### src/rtl/cache_req_pkg.sv
// Shared types and constants for the cache request arbiter: field widths,
// the fixed low bits of every packed request, and the slot FSM states.
package cache_req_pkg;

  localparam int INDEX_W  = 6;
  localparam int OFFSET_W = 4;
  localparam int FIXED_W  = 94;
  localparam int FLAT_W   = INDEX_W + OFFSET_W + FIXED_W;

  localparam logic [FIXED_W-1:0] CACHE_REQ_FIXED = 94'h277bad0badf00d0000000080;

  typedef struct packed {
    logic [INDEX_W-1:0]  index;
    logic [OFFSET_W-1:0] offset;
    logic [FIXED_W-1:0]  fixed;
  } cache_req_t;

  typedef enum logic {
    IDLE = 1'b0,
    FULL = 1'b1
  } arb_state_t;

  function automatic cache_req_t pack_req(input logic [INDEX_W-1:0]  idx,
                                          input logic [OFFSET_W-1:0] off);
    cache_req_t r;
    r.index  = idx;
    r.offset = off;
    r.fixed  = CACHE_REQ_FIXED;
    return r;
  endfunction

endpackage

### src/rtl/rr_pick.sv
// Rotating-priority picker: the first set bit of req at or after start,
// wrapping NUM_REQ-1 -> 0, as a one-hot grant plus its binary id.
module rr_pick #(
  parameter int NUM_REQ = 4,
  parameter int ID_W    = $clog2(NUM_REQ)
) (
  input  logic [NUM_REQ-1:0] req,
  input  logic [ID_W-1:0]    start,
  output logic [NUM_REQ-1:0] grant,
  output logic [ID_W-1:0]    grant_id,
  output logic               any
);

  logic [NUM_REQ-1:0] rot;
  logic [ID_W-1:0]    off;
  logic [ID_W:0]      sum;

  always_comb begin
    // Rotate so that bit 0 is the requester at start; start is always < NUM_REQ.
    rot = NUM_REQ'({req, req} >> start);
    off = '0;
    any = 1'b0;
    for (int i = NUM_REQ - 1; i >= 0; i--) begin
      if (rot[i]) begin
        off = ID_W'(i);
        any = 1'b1;
      end
    end
    sum = {1'b0, start} + {1'b0, off};
    if (sum >= (ID_W+1)'(NUM_REQ)) begin
      sum = sum - (ID_W+1)'(NUM_REQ);
    end
    grant_id = sum[ID_W-1:0];
    grant    = any ? (NUM_REQ'(1) << grant_id) : '0;
  end

endmodule

### src/rtl/cache_request_arbiter.sv
// Round-robin arbiter feeding one registered packed cache request slot.
// Define CACHE_ARB_BURST_EN to let a requester keep winning for up to BURST_LEN grants.
module cache_request_arbiter
  import cache_req_pkg::*;
#(
  parameter int NUM_REQ = 4,
  parameter int ID_W    = $clog2(NUM_REQ)
`ifdef CACHE_ARB_BURST_EN
  ,
  parameter int BURST_LEN = 4
`endif
) (
  input  logic                        clock,
  input  logic                        reset_n,
  input  logic [NUM_REQ-1:0]          req_valid,
  output logic [NUM_REQ-1:0]          req_ready,
  input  logic [NUM_REQ*INDEX_W-1:0]  req_index,
  input  logic [NUM_REQ*OFFSET_W-1:0] req_offset,
  output logic                        out_valid,
  input  logic                        out_ready,
  output logic [FLAT_W-1:0]           out_request,
  output logic [ID_W-1:0]             out_id
);

  arb_state_t         state_q, state_d;
  logic [ID_W-1:0]    rr_ptr_q, rr_ptr_d;
  logic [ID_W-1:0]    out_id_q, out_id_d;
  cache_req_t         out_request_q, out_request_d;

  logic               slot_free;
  logic               do_grant;
  logic [NUM_REQ-1:0] pick_grant;
  logic [ID_W-1:0]    pick_id;
  logic               pick_any;
  logic [NUM_REQ-1:0] grant_oh;
  logic [ID_W-1:0]    grant_id;
  logic               grant_any;
  logic [ID_W-1:0]    grant_next_ptr;
  logic               burst_hold;

  logic [INDEX_W-1:0]  idx_term [NUM_REQ];
  logic [OFFSET_W-1:0] off_term [NUM_REQ];
  logic [INDEX_W-1:0]  sel_index;
  logic [OFFSET_W-1:0] sel_offset;

  rr_pick #(
    .NUM_REQ (NUM_REQ),
    .ID_W    (ID_W)
  ) u_pick (
    .req      (req_valid),
    .start    (rr_ptr_q),
    .grant    (pick_grant),
    .grant_id (pick_id),
    .any      (pick_any)
  );

  // The slot can take a new request when empty, or when it drains this cycle.
  assign slot_free = (state_q == IDLE) || out_ready;

`ifdef CACHE_ARB_BURST_EN
  localparam int CNT_W = $clog2(BURST_LEN) + 1;

  logic [CNT_W-1:0] burst_cnt_q, burst_cnt_d;

  assign burst_hold = (state_q == FULL) && req_valid[out_id_q] &&
                      (burst_cnt_q < CNT_W'(BURST_LEN - 1));

  always_comb begin
    burst_cnt_d = burst_cnt_q;
    if (do_grant) begin
      burst_cnt_d = burst_hold ? burst_cnt_q + CNT_W'(1) : '0;
    end else if (state_d == IDLE) begin
      burst_cnt_d = '0;
    end
  end

  always_ff @(posedge clock or negedge reset_n) begin
    if (!reset_n) begin
      burst_cnt_q <= '0;
    end else begin
      burst_cnt_q <= burst_cnt_d;
    end
  end
`else
  assign burst_hold = 1'b0;
`endif

  always_comb begin
    grant_oh  = pick_grant;
    grant_id  = pick_id;
    grant_any = pick_any;
    if (burst_hold) begin
      grant_oh  = NUM_REQ'(1) << out_id_q;
      grant_id  = out_id_q;
      grant_any = 1'b1;
    end
  end

  assign do_grant       = slot_free && grant_any;
  assign grant_next_ptr = (grant_id == ID_W'(NUM_REQ - 1)) ? '0 : grant_id + ID_W'(1);

  genvar gi;
  generate
    for (gi = 0; gi < NUM_REQ; gi++) begin : g_term
      assign idx_term[gi] = grant_oh[gi] ? req_index[INDEX_W*gi +: INDEX_W] : '0;
      assign off_term[gi] = grant_oh[gi] ? req_offset[OFFSET_W*gi +: OFFSET_W] : '0;
    end
  endgenerate

  always_comb begin
    sel_index  = '0;
    sel_offset = '0;
    for (int i = 0; i < NUM_REQ; i++) begin
      sel_index  = sel_index | idx_term[i];
      sel_offset = sel_offset | off_term[i];
    end
  end

  // FSM: state register
  always_ff @(posedge clock or negedge reset_n) begin
    if (!reset_n) begin
      state_q <= IDLE;
    end else begin
      state_q <= state_d;
    end
  end

  // FSM: next state
  always_comb begin
    state_d = state_q;
    case (state_q)
      IDLE:    if (do_grant) state_d = FULL;
      FULL:    if (out_ready && !do_grant) state_d = IDLE;
      default: state_d = IDLE;
    endcase
  end

  // FSM: outputs
  always_comb begin
    req_ready = (reset_n && do_grant) ? grant_oh : '0;
    out_valid = (state_q == FULL);
  end

  always_comb begin
    rr_ptr_d      = rr_ptr_q;
    out_id_d      = out_id_q;
    out_request_d = out_request_q;
    if (do_grant) begin
      rr_ptr_d      = burst_hold ? rr_ptr_q : grant_next_ptr;
      out_id_d      = grant_id;
      out_request_d = pack_req(sel_index, sel_offset);
    end
  end

  always_ff @(posedge clock or negedge reset_n) begin
    if (!reset_n) begin
      rr_ptr_q      <= '0;
      out_id_q      <= '0;
      out_request_q <= '0;
    end else begin
      rr_ptr_q      <= rr_ptr_d;
      out_id_q      <= out_id_d;
      out_request_q <= out_request_d;
    end
  end

  assign out_request = out_request_q;
  assign out_id      = out_id_q;

endmodule
### config.mk
export PLATFORM = sky130hd
export DESIGN_NAME = cache_request_arbiter
export DESIGN_NICKNAME = d
export VERILOG_FILES = /design/src/rtl/cache_req_pkg.sv /design/src/rtl/rr_pick.sv /design/src/rtl/cache_request_arbiter.sv
export SDC_FILE = /design/constraint.sdc
export NUM_CORES = 1
export LEC_CHECK = 0
export ABC_AREA = 0
export BUFFER_PORTS_ARGS = -buffer_cell sky130_fd_sc_hd__buf_2
export CORE_MARGIN = 2
export CORE_UTILIZATION = 35
export DETAILED_ROUTE_END_ITERATION = 16
export PLACE_DENSITY = 0.79
export SLEW_MARGIN = 40
export SYNTH_ARGS = -nofsm -noshare
export SYNTH_HDL_FRONTEND = slang
export SYNTH_SLANG_ARGS = --single-unit
### constraint.sdc
create_clock -name clock -period 2.83 [get_ports clock]
set_input_delay 0.1415 -clock clock [delete_from_list [all_inputs] [get_ports clock]]
set_output_delay 0.1415 -clock clock [all_outputs]
set_load 0.03 [all_outputs]
==> impl_metrics.ini <==
[clocking]
ctsRootBufferMaster = sky130_fd_sc_hd__clkbuf_8
clock_tree.buffer_depth = 2
later_pin_clock_latency_in_the_skew_report_ns = 0.25
clock-sinks = 16
h-tree-depth = 1
tritoncts = built
cts-buffers-inserted = 3
clk_pin_slew_worst_paths_ns = 0.07

[pwr]
p_seq_share_pct = 18.3
power.share.combinational_pct = 72.4
switching_power_mw = 1.10
power-per-cell-area_mw_per_mm2 = 1110
power_switching_share_pct = 49.6
cellInternalPower_mw = 1.12
static-leakage-power_nw = 1.06
power.share.clock_pct = 9.4
peakVddDrop_mv = 0.439

[timing]
fin_worst_hold_slack_ns = -0.0286
finalSetupViolations = 0
clock.fmax_ghz = 0.353
drv_slew = 0
fin_crit_ns = 2.83
hold_violations = 16
timing.clock.skew_ns = 0.00326
rsz0062_at_grt = true
finalCritPeriodShare_pct = 100
worstMarginPinSlew_ns = 0.606
setup_total_negative_slack_ns = 0
slew_headroom_pct = 59.6

[floorplanning]
floorplan.core_area_mm2 = 0.00482
io_pins = 158
die_height_um = 75.2
dieArea_mm2 = 0.00565
die_w_um = 75.2
floorplan.initialDensity_pct = 36.8
std_cell_rows = 25

[worst_hold_path]
timing.hold.worst.class = in2async

[synthesis]
synth_top_cell_area_share_pct = 40.2
syn_area_per_cell_um2 = 8.56
synthesis.area_mm2 = 0.00177
synthCells = 207
yosys_top_cell_by_area = sky130_fd_sc_hd__buf_4
yosysWarningCount = 0
synth_register_bits = 16
ys_top_cells_by_area = sky130_fd_sc_hd__buf_4, sky130_fd_sc_hd__dfrtp_1, sky130_fd_sc_hd__a222oi_1, sky130_fd_sc_hd__a22o_1, sky130_fd_sc_hd__ha_1
seq_area_frac_synth_pct = 22.6
number_of_distinct_library_cells_after_synthesis = 32

[placement]
place.gp.congestion = 0.816
dp_hpwl_um = 3480
placement.io_buffers = 94

[global_route]
grt_antenna_before_repair = 0
vias_in_the_first_global_route = 1186
grt_first_pass_wirelength_um = 5900
grt.overflow.total = 0
grt_start_max_net_pins = 33
grt.total_usage_pct = 13.8

[detailed_routing]
initialDrtViolationCount = 131
drt_wl_total_um = 4600
via_per_inst = 4.44
route.antenna.remaining_nets = 0
route.vias.total = 1519
drt-pass1-iter-count = 5
remaining_drc_errors = 0
routed_wire_length_per_instance_um = 13.5

[worst_setup_path]
rrSetupSlack_ns = 0.0002
timing.critical_path.slowest_stage_cell = sky130_fd_sc_hd__dfrtp_1
worst-setup-path-type = reg2reg
startpoint_type_of_the_worst_setup_path = register
arrival_ns = 2.95
crit_path_end_kind = register
worst_path_dominant_cell_family = compound AO/OA/AOI/OAI gates
path_buf_inv = 2
worst_ep_required_time_ns = 2.95
critical_path.cell_chain = buf_4 > nor2_2 > nand2_1 > o211ai_1 > o31a_1 > ha_2 > xnor2_2 > and4_4 > or2_4 > ha_4 > buf_6 > a22o_1 > a222oi_1 > o21ai_1
timing.critical_path.slowest_cell_delay_ns = 0.42
cp_max_fanout = 7

[status]
violations = negative hold slack
status = complete, but fails checks

[run]
maxCapViolations = 0

[final_layout]
synthToLayoutAreaGrowth_pct = 12.8
most-common-layout-cells = sky130_fd_sc_hd__buf_2, sky130_fd_sc_hd__conb_1, sky130_fd_sc_hd__dfrtp_1, sky130_fd_sc_hd__nand2_1, sky130_fd_sc_hd__o21ai_1
utilization_pct = 41.5
layout_commonest_cell = sky130_fd_sc_hd__buf_2
insertedDiodeCount = 0
layout-drive-gt1-share_pct = 44.7
fin_nets = 328
-- logic make-up after synthesis --
group	after synthesis	synth area share (%)
other cells	1	0.212
flops	16	22.6
fa+ha+maj	5	3.53
xor+xnor	1	0.494
compound gates	42	18.6
mux	1	0.565
simple gates	37	11.4
buf+inv	104	42.6
-- worst paths after layout --
check / from / to / cells past startpoint
min in group clock: req_index[10] / out_request[102] / 3
worst max-delay path: rr_ptr_q[1] / out_request[95] / 14
worst min-delay path: reset_n / out_request[103] / 2
max in group asynchronous: reset_n / out_request[94] / 2
worst max register to register: rr_ptr_q[1] / out_request[95] / 14
worst min register to register: out_request[99] / out_request[99] / 2
-- Yosys cell counts --
cell / instances
sky130_fd_sc_hd__nor2_1: 3
sky130_fd_sc_hd__or4_4: 2
sky130_fd_sc_hd__dfrtp_1: 16
sky130_fd_sc_hd__nand2b_1: 6
sky130_fd_sc_hd__o21ai_0: 4
sky130_fd_sc_hd__buf_6: 1
sky130_fd_sc_hd__and2_1: 1
sky130_fd_sc_hd__nor2b_1: 1
sky130_fd_sc_hd__xnor2_1: 1
sky130_fd_sc_hd__nand2_2: 1
sky130_fd_sc_hd__inv_1: 3
sky130_fd_sc_hd__o211ai_1: 2
sky130_fd_sc_hd__and4_4: 1
sky130_fd_sc_hd__a21oi_1: 2
sky130_fd_sc_hd__ha_1: 5
sky130_fd_sc_hd__o31ai_1: 1
sky130_fd_sc_hd__mux2i_1: 1
sky130_fd_sc_hd__a2111o_1: 1
sky130_fd_sc_hd__a222oi_1: 10
sky130_fd_sc_hd__o31ai_2: 1
sky130_fd_sc_hd__or2_1: 1
sky130_fd_sc_hd__conb_1: 1
sky130_fd_sc_hd__a22o_1: 10
sky130_fd_sc_hd__nor3_1: 1
sky130_fd_sc_hd__o21ai_1: 9
sky130_fd_sc_hd__o31a_1: 1
sky130_fd_sc_hd__and3b_1: 1
sky130_fd_sc_hd__clkbuf_1: 5
sky130_fd_sc_hd__nand2_1: 15
sky130_fd_sc_hd__buf_4: 95
sky130_fd_sc_hd__and3_1: 4
sky130_fd_sc_hd__a31oi_2: 1
-- flip-flops by register name, indices dropped and copies added, names as in the netlist --
| register | count |
|---|---|
| out_id | 2 |
| out_request | 11 |
| out_valid | 1 |
| rr_ptr_q | 2 |
-- final cells by class --
cell class / count / area, µm²
inverter: 3 / 11.3
clock buffer: 4 / 55.1
multi-input combinational: 149 / 907
tap: 67 / 83.8
sequential: 16 / 400
fill: 505 / 2820
timing repair buffer: 103 / 542
-- power groups by stage --
| stage | Sequential [mW] | Clock, mW | Combinational [mW] |
|---|---|---|---|
| after detailed placement | 0.404 | 0 | 1.36 |
| after global routing | 0.415 | 0.220 | 1.73 |
| after global placement | 0.398 | 0 | 1.33 |
| final | 0.405 | 0.208 | 1.60 |
| after CTS | 0.400 | 0.211 | 1.39 |
| after floorplan | 0.543 | 0 | 0.927 |
-- what timing repair did --
action                     4_1_cts  5_1_grt
resized for setup                4       16
setup endpoints to repair       12       14
buffers inserted                 0        4
hold buffers                     1        0
hold endpoints to repair        16        0
pin swaps                        1       12
-- worst register-to-register path, delay by kind of cell, from the launching register on --
family | cells | cell delay (ns)
adders and majority gates | 2 | 0.39
and+or+nand+nor | 4 | 0.57
xor gates and xnor gates | 1 | 0.08
DFF | 1 | 0.42
buffers and inverters | 2 | 0.29
AOI/OAI and AO/OA | 5 | 0.95
-- routing by layer --
metal	up-vias	share of wire, %	global-route usage [%]
met2	121	49	21.4
met4	0	1.3	3.90
met3	8	10	2.95
li1	696	-	-
met5	-	0	0
met1	694	40	19.5
-- stage by stage --
stage | instance area (µm²) | hold slack [ns] | setup WS (ns) | power, mW | cells
2_1_floorplan | 2010 | -0.154 | 0.0114 | 1.47 | 269
3_3_place_gp | 1850 | 0.0923 | 0.0270 | 1.72 | 333
3_5_place_dp | 1850 | 0.0938 | -0.0749 | 1.76 | 333
4_1_cts | 1920 | 0.164 | -0.0357 | 2.00 | 338
5_1_grt | 2000 | -0.000974 | -0.0968 | 2.36 | 342
6_report | 2000 | -0.0286 | 0.000195 | 2.22 | 342
(Power assumes the default switching activity.)
